**src/rtl/tt_um_priority_decoder.sv**
```systemverilog
// rtl/tt_um_priority_decoder.sv - edge-triggered index-to-mask decoder with timed one-hot pulse
module tt_um_priority_decoder #(
  parameter int PULSE_LEN = 4
) (
  input  logic       clk,
  input  logic       rst_n,
  input  logic       ena,
  input  logic [7:0] ui_in,
  input  logic [7:0] uio_in,
  output logic [7:0] uo_out,
  output logic [7:0] uio_out,
  output logic [7:0] uio_oe
);

  typedef enum logic {
    IDLE  = 1'b0,
    PULSE = 1'b1
  } state_t;

  localparam logic [7:0] PCNT_INIT = 8'(PULSE_LEN - 1);

  state_t      r_state;
  logic [15:0] r_mask;
  logic [15:0] r_out;
  logic [7:0]  r_last_ui;
  logic [7:0]  r_pcnt;
  logic [3:0]  r_parg;

  logic        w_exec;
  logic [3:0]  w_cmd;
  logic [3:0]  w_arg;
  logic [15:0] w_onehot;
  logic [15:0] w_mask_nxt;
  logic        w_start_pulse;
  logic        w_abort;
  logic        w_unused;

  assign w_unused = &{1'b0, ena, uio_in};

  // Commands fire only on a code change so a static bus executes once.
  assign w_exec   = (ui_in != r_last_ui);
  assign w_cmd    = ui_in[7:4];
  assign w_arg    = ui_in[3:0];
  assign w_onehot = 16'h0001 << w_arg;

  assign w_start_pulse = w_exec && (w_cmd == 4'h4);
  assign w_abort       = w_exec && (ui_in == 8'hF0);

  always_comb begin
    w_mask_nxt = r_mask;
    if (w_exec) begin
      case (w_cmd)
        4'h0: w_mask_nxt = w_onehot;
        4'h1: w_mask_nxt = r_mask | w_onehot;
        4'h2: w_mask_nxt = r_mask & ~w_onehot;
        4'h3: w_mask_nxt = r_mask ^ w_onehot;
        4'hF: if (w_arg == 4'h0) w_mask_nxt = 16'h0000;
        default: w_mask_nxt = r_mask;
      endcase
    end
  end

  always_ff @(posedge clk) begin
    if (!rst_n) begin
      r_state   <= IDLE;
      r_mask    <= 16'h0000;
      r_out     <= 16'h0000;
      r_last_ui <= 8'hF0;
      r_pcnt    <= 8'h00;
      r_parg    <= 4'h0;
    end else begin
      r_last_ui <= ui_in;
      r_mask    <= w_mask_nxt;
      if (w_abort) begin
        r_state <= IDLE;
        r_pcnt  <= 8'h00;
        r_out   <= 16'h0000;
      end else if (w_start_pulse) begin
        r_state <= PULSE;
        r_parg  <= w_arg;
        r_pcnt  <= PCNT_INIT;
        r_out   <= w_onehot;
      end else begin
        case (r_state)
          IDLE: r_out <= w_mask_nxt;
          PULSE: begin
            // Mask edits during a pulse stay hidden until the count runs out.
            if (r_pcnt == 8'h00) begin
              r_state <= IDLE;
              r_out   <= w_mask_nxt;
            end else begin
              r_pcnt <= r_pcnt - 8'h01;
              r_out  <= 16'h0001 << r_parg;
            end
          end
          default: begin
            r_state <= IDLE;
            r_out   <= w_mask_nxt;
          end
        endcase
      end
    end
  end

  assign uo_out  = r_out[15:8];
  assign uio_out = r_out[7:0];
  assign uio_oe  = 8'hFF;

endmodule
```
**config.mk**
```make
export PLATFORM = sky130hd
export DESIGN_NAME = tt_um_priority_decoder
export DESIGN_NICKNAME = d
export VERILOG_FILES = /design/src/rtl/tt_um_priority_decoder.sv
export SDC_FILE = /design/constraint.sdc
export NUM_CORES = 1
export LEC_CHECK = 0
export ABC_AREA = 1
export CAP_MARGIN = 10
export CORE_MARGIN = 2
export CORE_UTILIZATION = 56
export CTS_CLUSTER_DIAMETER = 200
export DETAILED_ROUTE_END_ITERATION = 8
export GPL_TIMING_DRIVEN = 0
export HOLD_SLACK_MARGIN = 0.06
export PLACE_DENSITY = 0.87
export SYNTH_ARGS = -nofsm -noshare
export SYNTH_HDL_FRONTEND = slang
export SYNTH_SLANG_ARGS = --single-unit
```
**constraint.sdc**
```tcl
create_clock -name clk -period 4.8 [get_ports clk]
set_input_delay 0.96 -clock clk [delete_from_list [all_inputs] [get_ports clk]]
set_output_delay 0.96 -clock clk [all_outputs]
set_load 0.05 [all_outputs]
```
==> results of run 1 <==
## logic make-up after synthesis
logic type                 Yosys count  share of synthesized area
xor gates and xnor gates             6                     0.0140
DFF                                 53                      0.283
other                                1                   0.000999
AOI/OAI and AO/OA                   69                     0.0963
and+or+nand+nor                    295                      0.371
adders and majority gates           34                      0.113
buffers and inverters              102                      0.122
## stage by stage
step	instances	cell area [um^2]	utilization	hold WS [ns]	setup slack [ns]
floorplan	567	3780	-	0.444	2.51
global placement	668	4120	0.641	0.453	1.72
detailed placement	668	4120	0.641	0.455	1.66
CTS	676	4200	0.655	0.470	1.99
global route	676	4200	0.655	0.523	1.71
finish	676	4200	0.655	0.473	1.92
## final cells by class
cell class	count	area, um^2	share of cell area
inverters	67	251	0.0598
clock buffers	6	72.6	0.0173
flip-flops and latches	53	1060	0.252
well taps	77	96.3	0.0229
multi-input cells	412	2260	0.538
repair buffers	24	240	0.0571
clock inverters	2	15.0	0.00357
plain buffers	35	205	0.0488
## routing by layer
metal	GRT usage	vias to the layer above	part of all wire
met5	0	-	0
met3	0.0510	27	0.072
met1	0.332	1692	0.43
li1	-	1856	-
met2	0.452	168	0.48
met4	0.107	0	0.023
## worst register-to-register path, stage by stage, from the launching register on
cell	delay [ns]
dfxtp_1	0.35
nor2_1	0.14
and2_1	0.18
nand2_1	0.06
o21ai_1	0.20
clkinv_1	0.28
buf_2	0.26
a21oi_1	0.18
a21oi_1	0.12
## worst paths after layout
path | from | to | slack (ns) | cells after the start
min | r_pcnt[0]$_SDFFE_PP0P_ | r_pcnt[0]$_SDFFE_PP0P_ | 0.47 | 2
max reg2reg | r_pcnt[2]$_SDFFE_PP0P_ | r_out[2]$_SDFF_PP0_ | 2.91 | 8
min reg2reg | r_pcnt[0]$_SDFFE_PP0P_ | r_pcnt[0]$_SDFFE_PP0P_ | 0.47 | 2
max | ui_in[3] | r_out[8]$_SDFF_PP0_ | 1.92 | 15
## power by group
group / switching [mW] / total [mW] / internal, mW
Sequential: 0.00362 / 0.452 / 0.449
Combinational: 0.108 / 0.156 / 0.0475
Clock: 0.160 / 0.264 / 0.103
Total: 0.272 / 0.871 / 0.599
## sequential cells by signal (all words and copies together), names as in the netlist
| signal | flops |
|---|---|
| r_state | 1 |
| r_last_ui | 8 |
| r_mask | 16 |
| r_pcnt | 8 |
| r_out | 16 |
| r_parg | 4 |
## cell usage after synthesis, drive strengths merged
cell    number  area (um^2)
nand4       17          106
a21oi       62          310
or2          2         12.5
buf         25          168
o21ai        6         30.0
conb         1         3.75
nand2      165          632
nor4         6         37.5
clkinv       3         11.3
and2         1         6.26
inv         64          240
nand3b      15          113
xnor2        5         43.8
xor2         1         8.76
clkbuf      10         37.5
dfxtp       53         1060
nor2        45          191
ha          34          425
nor3         3         26.3
nand3       41          268
a31oi        1         21.3
==> impl_metrics.yaml, run 1 <==
layout:
  drive_gt1_frac: 0.0952
  final_cell_mix: "nand2_1 (162), a21oi_1 (62), inv_1 (61)"
  mostFrequentLayoutCell: "nand2_1"
  final.fill_count: 566
  antenna_cells: 0
  syn_to_final_growth_pct: 12.0
  fin_nets: 651
clock_network:
  clock_latency_ns: 0.32
  cts_setup_buffers: 0
  cts-root-buf: "clkbuf_8"
  ctsLongestPathBuffers: 2
  htree_levels: 2
  cts_made_buffers: 5
  cts.sinks: 53
  cts-resized-gates: 0
  cts_tree: "built"
  hold_buffers: 0
  cts.clk_slew.worst_paths_ns: 0.10
worst_setup_path:
  arrival_ns: 3.12
  path_delay_family: "buffers and inverters"
  path_cells: "clkdlybuf4s50_1 -> inv_1 -> nor2_1 -> inv_1 -> nor2_1 -> inv_1 -> ha_1 -> nand2_1 -> nand2_1 -> inv_1 -> nand2_1 -> nand3_2 -> nand2_1 -> nand2_1 -> a21oi_1"
  critPathBufInv: 5
  critical_path_class: "input pin to register"
  cpPeakStageDelay_ns: 0.67
  critPathMostFrequentCell: "nand2_1"
  endpoint_kind: "register"
  crit_fanout: 6
  required_ns: 5.05
  worst_path_max_delay_cell: "clkdlybuf4s50_1"
  start_kind: "input pin"
flow_run:
  maxCapViolCount: 0
die:
  core-area_um2: 6420
  die_h_um: 85.9
  initial_utilization: 0.584
  num_rows: 29
  io_pins: 43
  die-width_um: 85.9
  die_area_um2: 7370
route:
  route.vias.total: 3743
  routedWlPerCell_um: 14.0
  drtIter0Drc: 356
  firstDrtPassIters: 7
  vias_per_cell: 5.54
  drt-total-wl_mm: 9.48
  ant_nets: 0
  drcViolationCount: 4
sta:
  setup_viol: 0
  setup_tns_ns: 0
  relSlewSlack: 0.625
  tightest_slew_ns: 0.560
  rsz0062_at_grt: "false"
  drv_slew: 0
  hold_violations: 0
  min_period_over_period: 0.600
  fmax_ghz: 0.347
  fin_skew_ns: 0.0118
  min_period_ns: 2.88
outcome:
  status: "finished, violations left"
  violations: "design-rule violations"
placement:
  gp_congestion: 0.973
  hpwl_mm: 7.18
  port_buffers: 24
yosys:
  synth_area_um2: 3750
  syn_inst: 560
  ys_seq_elements: 53
  yosysSeqAreaShare: 0.283
  synth_area_per_cell_um2: 6.70
  ys_types: 33
  synth_warnings: 0
pwr:
  p_leak_nw: 1.76
  power_mw: 0.871
  powerDensity_nw_per_um2: 207
  vdd_drop_max_mv: 0.123
global_routing:
  antenna_found_initial: 0
  grt_overflow: 0
  grt_pass1_wl_mm: 15.9
  grt_max_degree: 17
  grt_use_total: 0.267
  grt_pass1_vias: 3578
hold_path:
  hold_class: "register to register"
(Power assumes the default switching activity.)
==> run 2, diff against run 1 <==
--- a/config.mk
+++ b/config.mk
@@ -8,12 +8,12 @@
 export ABC_AREA = 1
 export CAP_MARGIN = 10
 export CORE_MARGIN = 2
-export CORE_UTILIZATION = 56
+export CORE_UTILIZATION = 51
 export CTS_CLUSTER_DIAMETER = 200
 export DETAILED_ROUTE_END_ITERATION = 8
 export GPL_TIMING_DRIVEN = 0
 export HOLD_SLACK_MARGIN = 0.06
-export PLACE_DENSITY = 0.87
+export PLACE_DENSITY = 0.83
 export SYNTH_ARGS = -nofsm -noshare
 export SYNTH_HDL_FRONTEND = slang
 export SYNTH_SLANG_ARGS = --single-unit
==> constraint.sdc (replaced) <==
create_clock -name clk -period 2.3 [get_ports clk]
set_input_delay 0.46 -clock clk [delete_from_list [all_inputs] [get_ports clk]]
set_output_delay 0.46 -clock clk [all_outputs]
set_load 0.05 [all_outputs]
==> run 2 against run 1 <==
The flow now finishes without violations. Largest power group unchanged. Sequential power grew 110%. Die area grew 9.3%. Wire length shrank 0.15%. Clock skew grew 0.0010 ns. Flip-flop and latch count is the same. Register-to-register slack lost 2.5 ns. First-iteration DRC count shrank 22%. Highest routed layer unchanged.
==> impl_metrics.yaml, run 2 (same netlist as run 1, synthesis figures left out) <==
global_routing:
  antenna_found_initial: 0
  grt_pass1_vias: 3489
  grt_use_total: 0.239
  grt_pass1_wl_mm: 15.9
  grt_max_degree: 16
  grt_overflow: 0
sta:
  min_period_ns: 2.22
  setup_viol: 0
  finalWorstSetupSlack_ns: 0.0822
  relSlewSlack: 0.636
  fin_skew_ns: 0.0128
  tightest_slew_ns: 0.546
  rsz0062_at_grt: "false"
  hold_violations: 0
  drv_slew: 0
  min_period_over_period: 0.964
  fmax_ghz: 0.451
  setup_tns_ns: 0
pwr:
  vdd_drop_max_mv: 0.245
  p_leak_nw: 1.81
  power_mw: 1.80
  powerDensity_nw_per_um2: 422
route:
  route.vias.total: 3749
  drcViolationCount: 0
  drtIter0Drc: 278
  routedWlPerCell_um: 13.6
  vias_per_cell: 5.37
  firstDrtPassIters: 6
  ant_nets: 0
  drt-total-wl_mm: 9.47
die:
  die_h_um: 89.8
  num_rows: 31
  core-area_um2: 7180
  die_area_um2: 8060
  io_pins: 43
  initial_utilization: 0.523
  die-width_um: 89.8
placement:
  port_buffers: 24
  dp_slack_ns: -0.305
  dp_cells: 690
  hpwl_mm: 7.22
  gp_congestion: 0.999
layout:
  final.fill_count: 660
  largestRegisters: "r_mask: 16 flops, r_out: 16 flops"
  final_cell_mix: "nand2_1 (161), a21oi_1 (62), inv_1 (61)"
  fin_cells: 698
  syn_to_final_growth_pct: 13.4
  drive_gt1_frac: 0.100
  mostFrequentLayoutCell: "nand2_1"
  antenna_cells: 0
  fin_nets: 651
  multi_input_area_um2: 2280
  regArea_um2: 1060
  fin_util: 0.593
clock_network:
  ctsLongestPathBuffers: 2
  cts_tree: "built"
  cts_setup_buffers: 0
  cts-resized-gates: 0
  htree_levels: 2
  hold_buffers: 0
  clock_latency_ns: 0.31
  cts.sinks: 53
  cts.clk_slew.worst_paths_ns: 0.10
  cts_made_buffers: 5
  cts-root-buf: "clkbuf_8"
worst_setup_path:
  crit_fanout: 10
  arrival_ns: 2.44
  endpoint_kind: "register"
  critical_path_class: "input pin to register"
  start_kind: "input pin"
  required_ns: 2.52
hold_path:
  hold_class: "input pin to register"
flow_run:
  maxCapViolCount: 0
outcome:
  status: "finished, final reports clean"
run 2: cell count changes in the layout (fill, tap and decap cells not counted), moves of 2 or more:
cell and change:
clkdlybuf4s50_1 -4, dlymetal6s2s_1 +4, nor2_1 -2, nor2_4 +2
run 2: area by class of cell:
| type | count | share of cell area |
|---|---|---|
| multi-input combinational | 412 | 0.536 |
| clock inverter | 1 | 0.00176 |
| inverter | 67 | 0.0591 |
| tap | 99 | 0.0291 |
| sequential | 53 | 0.249 |
| timing repair buffer | 24 | 0.0588 |
| buffer | 35 | 0.0485 |
| clock buffer | 7 | 0.0179 |
run 2: routing by layer:
layer,wire length (um),part of all wire,global-route usage
met1,3920,0.41,0.298
met3,749,0.079,0.0352
met4,318,0.034,0.118
met2,4490,0.47,0.404
met5,0,0,0
run 2: critical path: stages:
cell             delay [ns]
clkdlybuf4s50_1        0.48
inv_1                  0.15
nand2_1                0.07
nand2_1                0.06
nand2_1                0.05
nor2_1                 0.17
nand2_4                0.15
nand3_4                0.14
buf_4                  0.22
nand2_1                0.10
nand2_1                0.10
nand2_1                0.06
a21oi_1                0.22
run 2: power by group:
group	total, mW	switching [mW]	internal [mW]
logic	0.328	0.228	0.0997
clock network	0.526	0.310	0.216
registers	0.944	0.00781	0.936
total	1.80	0.546	1.25
run 2: path summary, 6_finish.rpt:
kind,start,end,slack (ns),cells after the start
worst max-delay path,ui_in[5],r_out[2]$_SDFF_PP0_,0.08,13
worst min-delay path,ui_in[2],r_last_ui[2]$_SDFF_PN0_,0.45,3
worst max register to register,r_pcnt[2]$_SDFFE_PP0P_,r_out[13]$_SDFF_PP0_,0.37,8
worst min register to register,r_pcnt[0]$_SDFFE_PP0P_,r_pcnt[0]$_SDFFE_PP0P_,0.48,2
run 2: per-stage QoR:
stage	hold slack [ns]	instance area [um^2]
after floorplan	0.444	3780
after global placement	0.454	4140
after detailed placement	0.464	4140
after CTS	0.439	4230
after global routing	0.461	4260
final	0.446	4260
==> run 3, diff against run 2 <==
--- a/config.mk
+++ b/config.mk
@@ -14,6 +14,7 @@
 export GPL_TIMING_DRIVEN = 0
 export HOLD_SLACK_MARGIN = 0.06
 export PLACE_DENSITY = 0.83
+export SLEW_MARGIN = 20
 export SYNTH_ARGS = -nofsm -noshare
 export SYNTH_HDL_FRONTEND = slang
 export SYNTH_SLANG_ARGS = --single-unit
==> results of run 3 <==
Same layout as run 2: the final DEF is identical, and so are final timing and power.
